**config.mk**
```make
export PLATFORM = sky130hd
export DESIGN_NAME = tbec_stream_encoder
export DESIGN_NICKNAME = d
export VERILOG_FILES = /design/src/rtl/tbec_pkg.sv /design/src/rtl/tbec_stream_encoder_lane_core.sv /design/src/rtl/tbec_stream_encoder.sv
export SDC_FILE = /design/constraint.sdc
export NUM_CORES = 1
export LEC_CHECK = 0
export BUFFER_PORTS_ARGS = -buffer_cell sky130_fd_sc_hd__buf_4
export CAP_MARGIN = 15
export CORE_MARGIN = 1
export CORE_UTILIZATION = 56
export DETAILED_ROUTE_END_ITERATION = 16
export HOLD_SLACK_MARGIN = 0.12
export PLACE_DENSITY = 0.87
export SLEW_MARGIN = 15
export SYNTH_ARGS = -nofsm -noshare
export SYNTH_HDL_FRONTEND = slang
export SYNTH_SLANG_ARGS = --single-unit
```
**constraint.sdc**
```tcl
create_clock -name clk -period 11.2 [get_ports clk]
set_input_delay 2.24 -clock clk [delete_from_list [all_inputs] [get_ports clk]]
set_output_delay 2.24 -clock clk [all_outputs]
set_load 0.02 [all_outputs]
```
**src/rtl/tbec_pkg.sv**
```systemverilog
// Shared TBEC types, widths and codeword field offsets for the stream encoder.
// Imported by the lane core and by the top-level encoder.
package tbec_pkg;

   localparam int TBEC_DATA_W = 16;
   localparam int TBEC_CODE_W = 32;

   typedef logic [TBEC_DATA_W-1:0] tbec_data_t;
   typedef logic [TBEC_CODE_W-1:0] tbec_code_t;

   // Codeword layout: systematic bits on top, then DI, P and X check fields
   localparam int TBEC_SYS_MSB = 31;
   localparam int TBEC_SYS_LSB = 16;
   localparam int TBEC_DI_MSB  = 15;
   localparam int TBEC_DI_LSB  = 12;
   localparam int TBEC_P_MSB   = 11;
   localparam int TBEC_P_LSB   = 8;
   localparam int TBEC_X_MSB   = 7;
   localparam int TBEC_X_LSB   = 0;

   typedef enum logic [1:0] {
      BUF_EMPTY = 2'd0,
      BUF_ONE   = 2'd1,
      BUF_FULL  = 2'd2
   } buf_state_t;

endpackage

```
**src/rtl/tbec_stream_encoder_lane_core.sv**
```systemverilog
// Combinational TBEC encode of one 16-bit lane into a 32-bit codeword.
// Nibble bit index 1 is the nibble MSB, index 4 the nibble LSB.
module tbec_lane_core
   import tbec_pkg::*;
(
   input  tbec_data_t data,
   output tbec_code_t code
);

   logic [3:0] a;
   logic [3:0] b;
   logic [3:0] c;
   logic [3:0] d;
   logic [3:0] di_field;
   logic [3:0] p_field;
   logic [7:0] x_field;
   logic [15:0] sys_field;

   assign a = data[15:12];
   assign b = data[11:8];
   assign c = data[7:4];
   assign d = data[3:0];

   // Systematic part interleaves the four nibbles bit-plane by bit-plane
   assign sys_field = {a[3], b[3], c[3], d[3],
                       a[2], b[2], c[2], d[2],
                       a[1], b[1], c[1], d[1],
                       a[0], b[0], c[0], d[0]};

   // Field order {DI1, DI4, DI2, DI3}
   assign di_field = {a[3] ^ b[2] ^ c[3] ^ d[2],
                      a[0] ^ b[1] ^ c[0] ^ d[1],
                      a[2] ^ b[3] ^ c[2] ^ d[3],
                      a[1] ^ b[0] ^ c[1] ^ d[0]};

   // Field order {P1, P4, P2, P3}
   assign p_field = {a[3] ^ a[2] ^ b[3] ^ b[2],
                     c[1] ^ c[0] ^ d[1] ^ d[0],
                     c[3] ^ c[2] ^ d[3] ^ d[2],
                     a[1] ^ a[0] ^ b[1] ^ b[0]};

   assign x_field = {a[3] ^ a[1], a[2] ^ a[0],
                     b[3] ^ b[1], b[2] ^ b[0],
                     c[3] ^ c[1], c[2] ^ c[0],
                     d[3] ^ d[1], d[2] ^ d[0]};

   always_comb begin
      code = '0;
      code[TBEC_SYS_MSB:TBEC_SYS_LSB] = sys_field;
      code[TBEC_DI_MSB:TBEC_DI_LSB]   = di_field;
      code[TBEC_P_MSB:TBEC_P_LSB]     = p_field;
      code[TBEC_X_MSB:TBEC_X_LSB]     = x_field;
   end

endmodule

```
**src/rtl/tbec_stream_encoder.sv**
```systemverilog
// Multi-lane streaming TBEC encoder with a 2-entry registered output buffer.
// Optional fault injection on pushed codewords when TBEC_ERR_INJ_EN is defined.
module tbec_stream_encoder
   import tbec_pkg::*;
#(
   parameter int LANES = 4,
   parameter int TAG_W = 4,
   parameter int CNT_W = 16
) (
   input  logic                         clk,
   input  logic                         rst,
   input  logic                         s_valid,
   output logic                         s_ready,
   input  logic [TBEC_DATA_W*LANES-1:0] s_data,
   input  logic [TAG_W-1:0]             s_tag,
   output logic                         m_valid,
   input  logic                         m_ready,
   output logic [TBEC_CODE_W*LANES-1:0] m_code,
   output logic [TAG_W-1:0]             m_tag,
   output logic [CNT_W-1:0]             beat_cnt,
   input  logic                         clr_cnt
`ifdef TBEC_ERR_INJ_EN
   ,
   input  logic                         inj_en,
   input  logic [TBEC_CODE_W*LANES-1:0] inj_mask
`endif
);

   localparam int CODE_BUS_W = TBEC_CODE_W * LANES;

   logic [CODE_BUS_W-1:0] enc_code;
   logic [CODE_BUS_W-1:0] push_code;
   logic [CODE_BUS_W-1:0] spare_code;
   logic [TAG_W-1:0]      spare_tag;
   buf_state_t            state;
   logic                  push;
   logic                  pop;

   for (genvar k = 0; k < LANES; k++) begin : g_lane
      tbec_lane_core u_core (
         .data (s_data[TBEC_DATA_W*k +: TBEC_DATA_W]),
         .code (enc_code[TBEC_CODE_W*k +: TBEC_CODE_W])
      );
   end

`ifdef TBEC_ERR_INJ_EN
   assign push_code = inj_en ? (enc_code ^ inj_mask) : enc_code;
`else
   assign push_code = enc_code;
`endif

   // s_ready is a register, so no combinational path runs from m_ready
   assign push = s_valid & s_ready;
   assign pop  = m_valid & m_ready;

   // state     | meaning
   // BUF_EMPTY | no entry held, m_valid low
   // BUF_ONE   | head entry on m_code/m_tag
   // BUF_FULL  | head on m_code plus one spare entry, s_ready low
   always_ff @(posedge clk or posedge rst) begin
      if (rst) begin
         state      <= BUF_EMPTY;
         s_ready    <= 1'b0;
         m_valid    <= 1'b0;
         m_code     <= '0;
         m_tag      <= '0;
         spare_code <= '0;
         spare_tag  <= '0;
      end else begin
         case (state)
            BUF_EMPTY: begin
               s_ready <= 1'b1;
               if (push) begin
                  m_code  <= push_code;
                  m_tag   <= s_tag;
                  m_valid <= 1'b1;
                  state   <= BUF_ONE;
               end
            end
            BUF_ONE: begin
               s_ready <= 1'b1;
               if (push && pop) begin
                  m_code <= push_code;
                  m_tag  <= s_tag;
               end else if (push) begin
                  spare_code <= push_code;
                  spare_tag  <= s_tag;
                  s_ready    <= 1'b0;
                  state      <= BUF_FULL;
               end else if (pop) begin
                  m_valid <= 1'b0;
                  state   <= BUF_EMPTY;
               end
            end
            BUF_FULL: begin
               if (pop) begin
                  m_code  <= spare_code;
                  m_tag   <= spare_tag;
                  s_ready <= 1'b1;
                  state   <= BUF_ONE;
               end else begin
                  s_ready <= 1'b0;
               end
            end
            default: begin
               s_ready <= 1'b0;
               m_valid <= 1'b0;
               state   <= BUF_EMPTY;
            end
         endcase
      end
   end

   always_ff @(posedge clk or posedge rst) begin
      if (rst) begin
         beat_cnt <= '0;
      end else if (clr_cnt) begin
         beat_cnt <= '0;
      end else if (pop) begin
         beat_cnt <= beat_cnt + CNT_W'(1);
      end
   end

endmodule

```
==> run_results.csv <==
group,metric,value,unit
outcome,outcome,"finished, violations left",
outcome,failed_checks,"DRC",
sta,fin_crit,4370,ps
placement,port_buffers,222,
yosys,ys_ff_latch,284,
global_routing,track_usage,0.249,
placement,placed_area,0.0144,mm2
yosys,synth_area,0.0126,mm2
clock_network,root_buffer,"clkbuf_16",
power_and_ir_drop,vdd_drop_max,0.113,mV
finish,fin_cells,1642,
drt,drtPass1Iterations,11,
worst_setup_path,cp_slowest_cell,"buf_4",
finish,final_util,0.706,
finish,fin_nets,1414,
worst_setup_path,crit_type,"primary input to flop",
yosys,synth_area_leaders,"dfrtp_1 (56%), mux2_2 (8.9%), mux2i_1 (6.0%)",
worst_setup_path,start_kind,"primary input",
worst_setup_path,cp.required,11630,ps
die,num_io_pins,223,
placement,numPlacedInstances,1588,
die,die_y,152,um
yosys,syn_inst,1149,
worst_setup_path,crit_chain,"buf_4 -> nand2_1 -> nand3_4 -> buf_4 -> mux2_2",
yosys,yosys_warnings,0,
finish,syn_to_final_growth,22.7,%
clock_network,clock_path_buffers,3,
yosys,syn_area_per_cell,11.0,um2
sta,finalMaxSlewViolations,0,
sta,period_share,0.390,
clock_network,cts-htree-levels,1,
finish,fillers,1494,
sta,grt_setup_unrepaired,"no",
yosys,yosysMostFrequentCell,"dfrtp_1",
yosys,synth_common_cells,"dfrtp_1 (284), nor2_1 (147), a21oi_1 (135)",
yosys,ys.flop_type,"dfrtp_1",
placement,dpl.hpwl,18.2,mm
drt,drtIter0Drc,615,
sta,slew_headroom,0.191,
sta,hold_ws,471,ps
flow_run,cap_violations,0,
yosys,yosysTopAreaCellShare,0.562,
yosys,yosys.area.top_type,"dfrtp_1",
yosys,synth_nets,1223,
power_and_ir_drop,p_per_area,145,mW/mm2
clock_network,post_cts_buffers,0,
global_routing,antenna_found_initial,0,
global_routing,grt-ovfl-total,0,
die,rows,54,
clock_network,holdBufCountCts,0,
drt,wl_per_cell,17.4,um
sta,max_freq,229,MHz
clock_network,insertion_delay,550,ps
global_routing,grt_max_degree,241,
worst_setup_path,cp_slowest_stage_delay,870,ps
clock_network,path_clk_slew,60,ps
global_routing,grt_pass1_wl,47.0,mm
power_and_ir_drop,p_leak,7.36,nW
worst_setup_path,crit_path_end_kind,"flop",
drt,wl,28.5,mm
die,dieArea,0.0232,mm2
yosys,synth.lib_cells_used.distinct,36,
sta,clock_skew,28.3,ps
die,dieWidth,152,um
die,core,0.0220,mm2
global_routing,grt_pass1_vias,9180,
worst_setup_path,cp_max_fo,97,
drt,vias_per_cell,5.55,
finish,n_antenna_cell,0,
finish,design_area,0.0155,mm2
sta,finalSetupTns,0,ps
yosys,synth_edf_count,0,
worst_setup_path,worst-endpoint-arrival,4800,ps
clock_network,cts_resized,0,
hold_path,hp-class,"flop to flop",
worst_setup_path,timing.critical_path.mode_cell,"buf_4",
sta,tightest_slew,1210,ps
finish,drive_gt1_frac,0.281,
die,initial_utilization,0.575,
yosys,ys_seq_area_frac,0.562,
clock_network,cts_tree,"done",
drt,postRouteAntennaNets,0,
yosys,async_flop_share,1.00,
placement,place_congestion,0.861,
sta,hold_viol_final,0,
drt,drc_errors,14,
drt,dr_total_vias,9107,
sta,setup_viol,0,
clock_network,cts_made_buffers,30,
clock_network,cts.sink_count,284,
==> registers in the layout, summed over array words and instances (netlist names) <==
signal      cells
beat_cnt       16
m_code        128
m_tag           4
m_valid         1
s_ready         1
spare_code    128
spare_tag       4
state           2
==> report_power, final <==
group	internal, mW	total (mW)	switching, mW
clock network	0.699	1.11	0.407
logic	0.0437	0.118	0.0739
registers	1.03	1.03	0
total	1.77	2.25	0.481
==> layout by cell type (no fill, tap or decap), types with 2 or more instances in the layout <==
cell       Yosys  layout
mux2_2       100     100
mux2i_1       76      76
xnor2_1       73      73
nand2_1       98      98
clkinv_2       0       2
nor3_1         4       4
clkbuf_16      0      30
clkbuf_1      19       5
nor2_1       147     147
xor2_1        35      35
dfrtp_1      284     284
a21oi_1      135     135
clkbuf_8       0       7
nor4_1         4       4
buf_4          9     226
nand3_1        4       4
inv_1          4       3
bufinv_16      0       7
o21ai_0       91      91
nand4_1        6       6
==> area by class of cell <==
| cell class | instances | area [um2] | area share |
|---|---|---|---|
| Multi-Input combinational cell | 792 | 5180 | 0.334 |
| Timing Repair Buffer | 228 | 1730 | 0.111 |
| Sequential cell | 284 | 7110 | 0.458 |
| Clock inverter | 12 | 254 | 0.0164 |
| Tap cell | 280 | 350 | 0.0226 |
| Clock buffer | 42 | 866 | 0.0558 |
| Inverter | 4 | 22.5 | 0.00145 |
==> cell families (layout without fill, tap and decap cells) <==
family,Yosys count,in the layout,share of synthesized area
AO/OA/AOI/OAI,232,232,0.0947
XOR/XNOR,108,108,0.0749
adder cells (fa/ha/maj),1,1,0.000990
buffers and inverters,73,286,0.0289
flip-flops,284,284,0.562
multiplexers,177,177,0.150
AND/OR/NAND/NOR,274,274,0.0878
==> stage by stage <==
step           total power, mW  setup slack (ps)
6_report                  2.25              6830
5_1_grt                   2.32              6660
4_1_cts                   2.27              6880
3_5_place_dp              1.16              6310
3_3_place_gp              1.16              6350
2_1_floorplan             1.11              1120
==> path summary, 6_finish.rpt <==
kind / start / to / slack, ps / cells past startpoint
max: m_ready / spare_code[110] / 6830 / 5
min: spare_code[37] / spare_code[37] / 470 / 2
max reg2reg: m_valid / spare_code[110] / 8080 / 4
min reg2reg: spare_code[37] / spare_code[37] / 470 / 2
max in group asynchronous: rst / spare_code[14] / 7920 / 3
min in group asynchronous: rst / m_valid / 1910 / 2
==> metal layers <==
| metal | routed length [um] | track usage |
|---|---|---|
| met4 | 516 | 0.0646 |
| met2 | 14200 | 0.420 |
| met3 | 1620 | 0.0415 |
| met1 | 12200 | 0.337 |
| met5 | 0 | 0 |
==> worst max-delay path: cells and delay by family <==
family / cells / cell delay (ps)
buffers and inverters: 2 / 980
and+or+nand+nor: 2 / 990
muxes: 1 / 430
No activity file was read; power rests on OpenSTA's default activity.
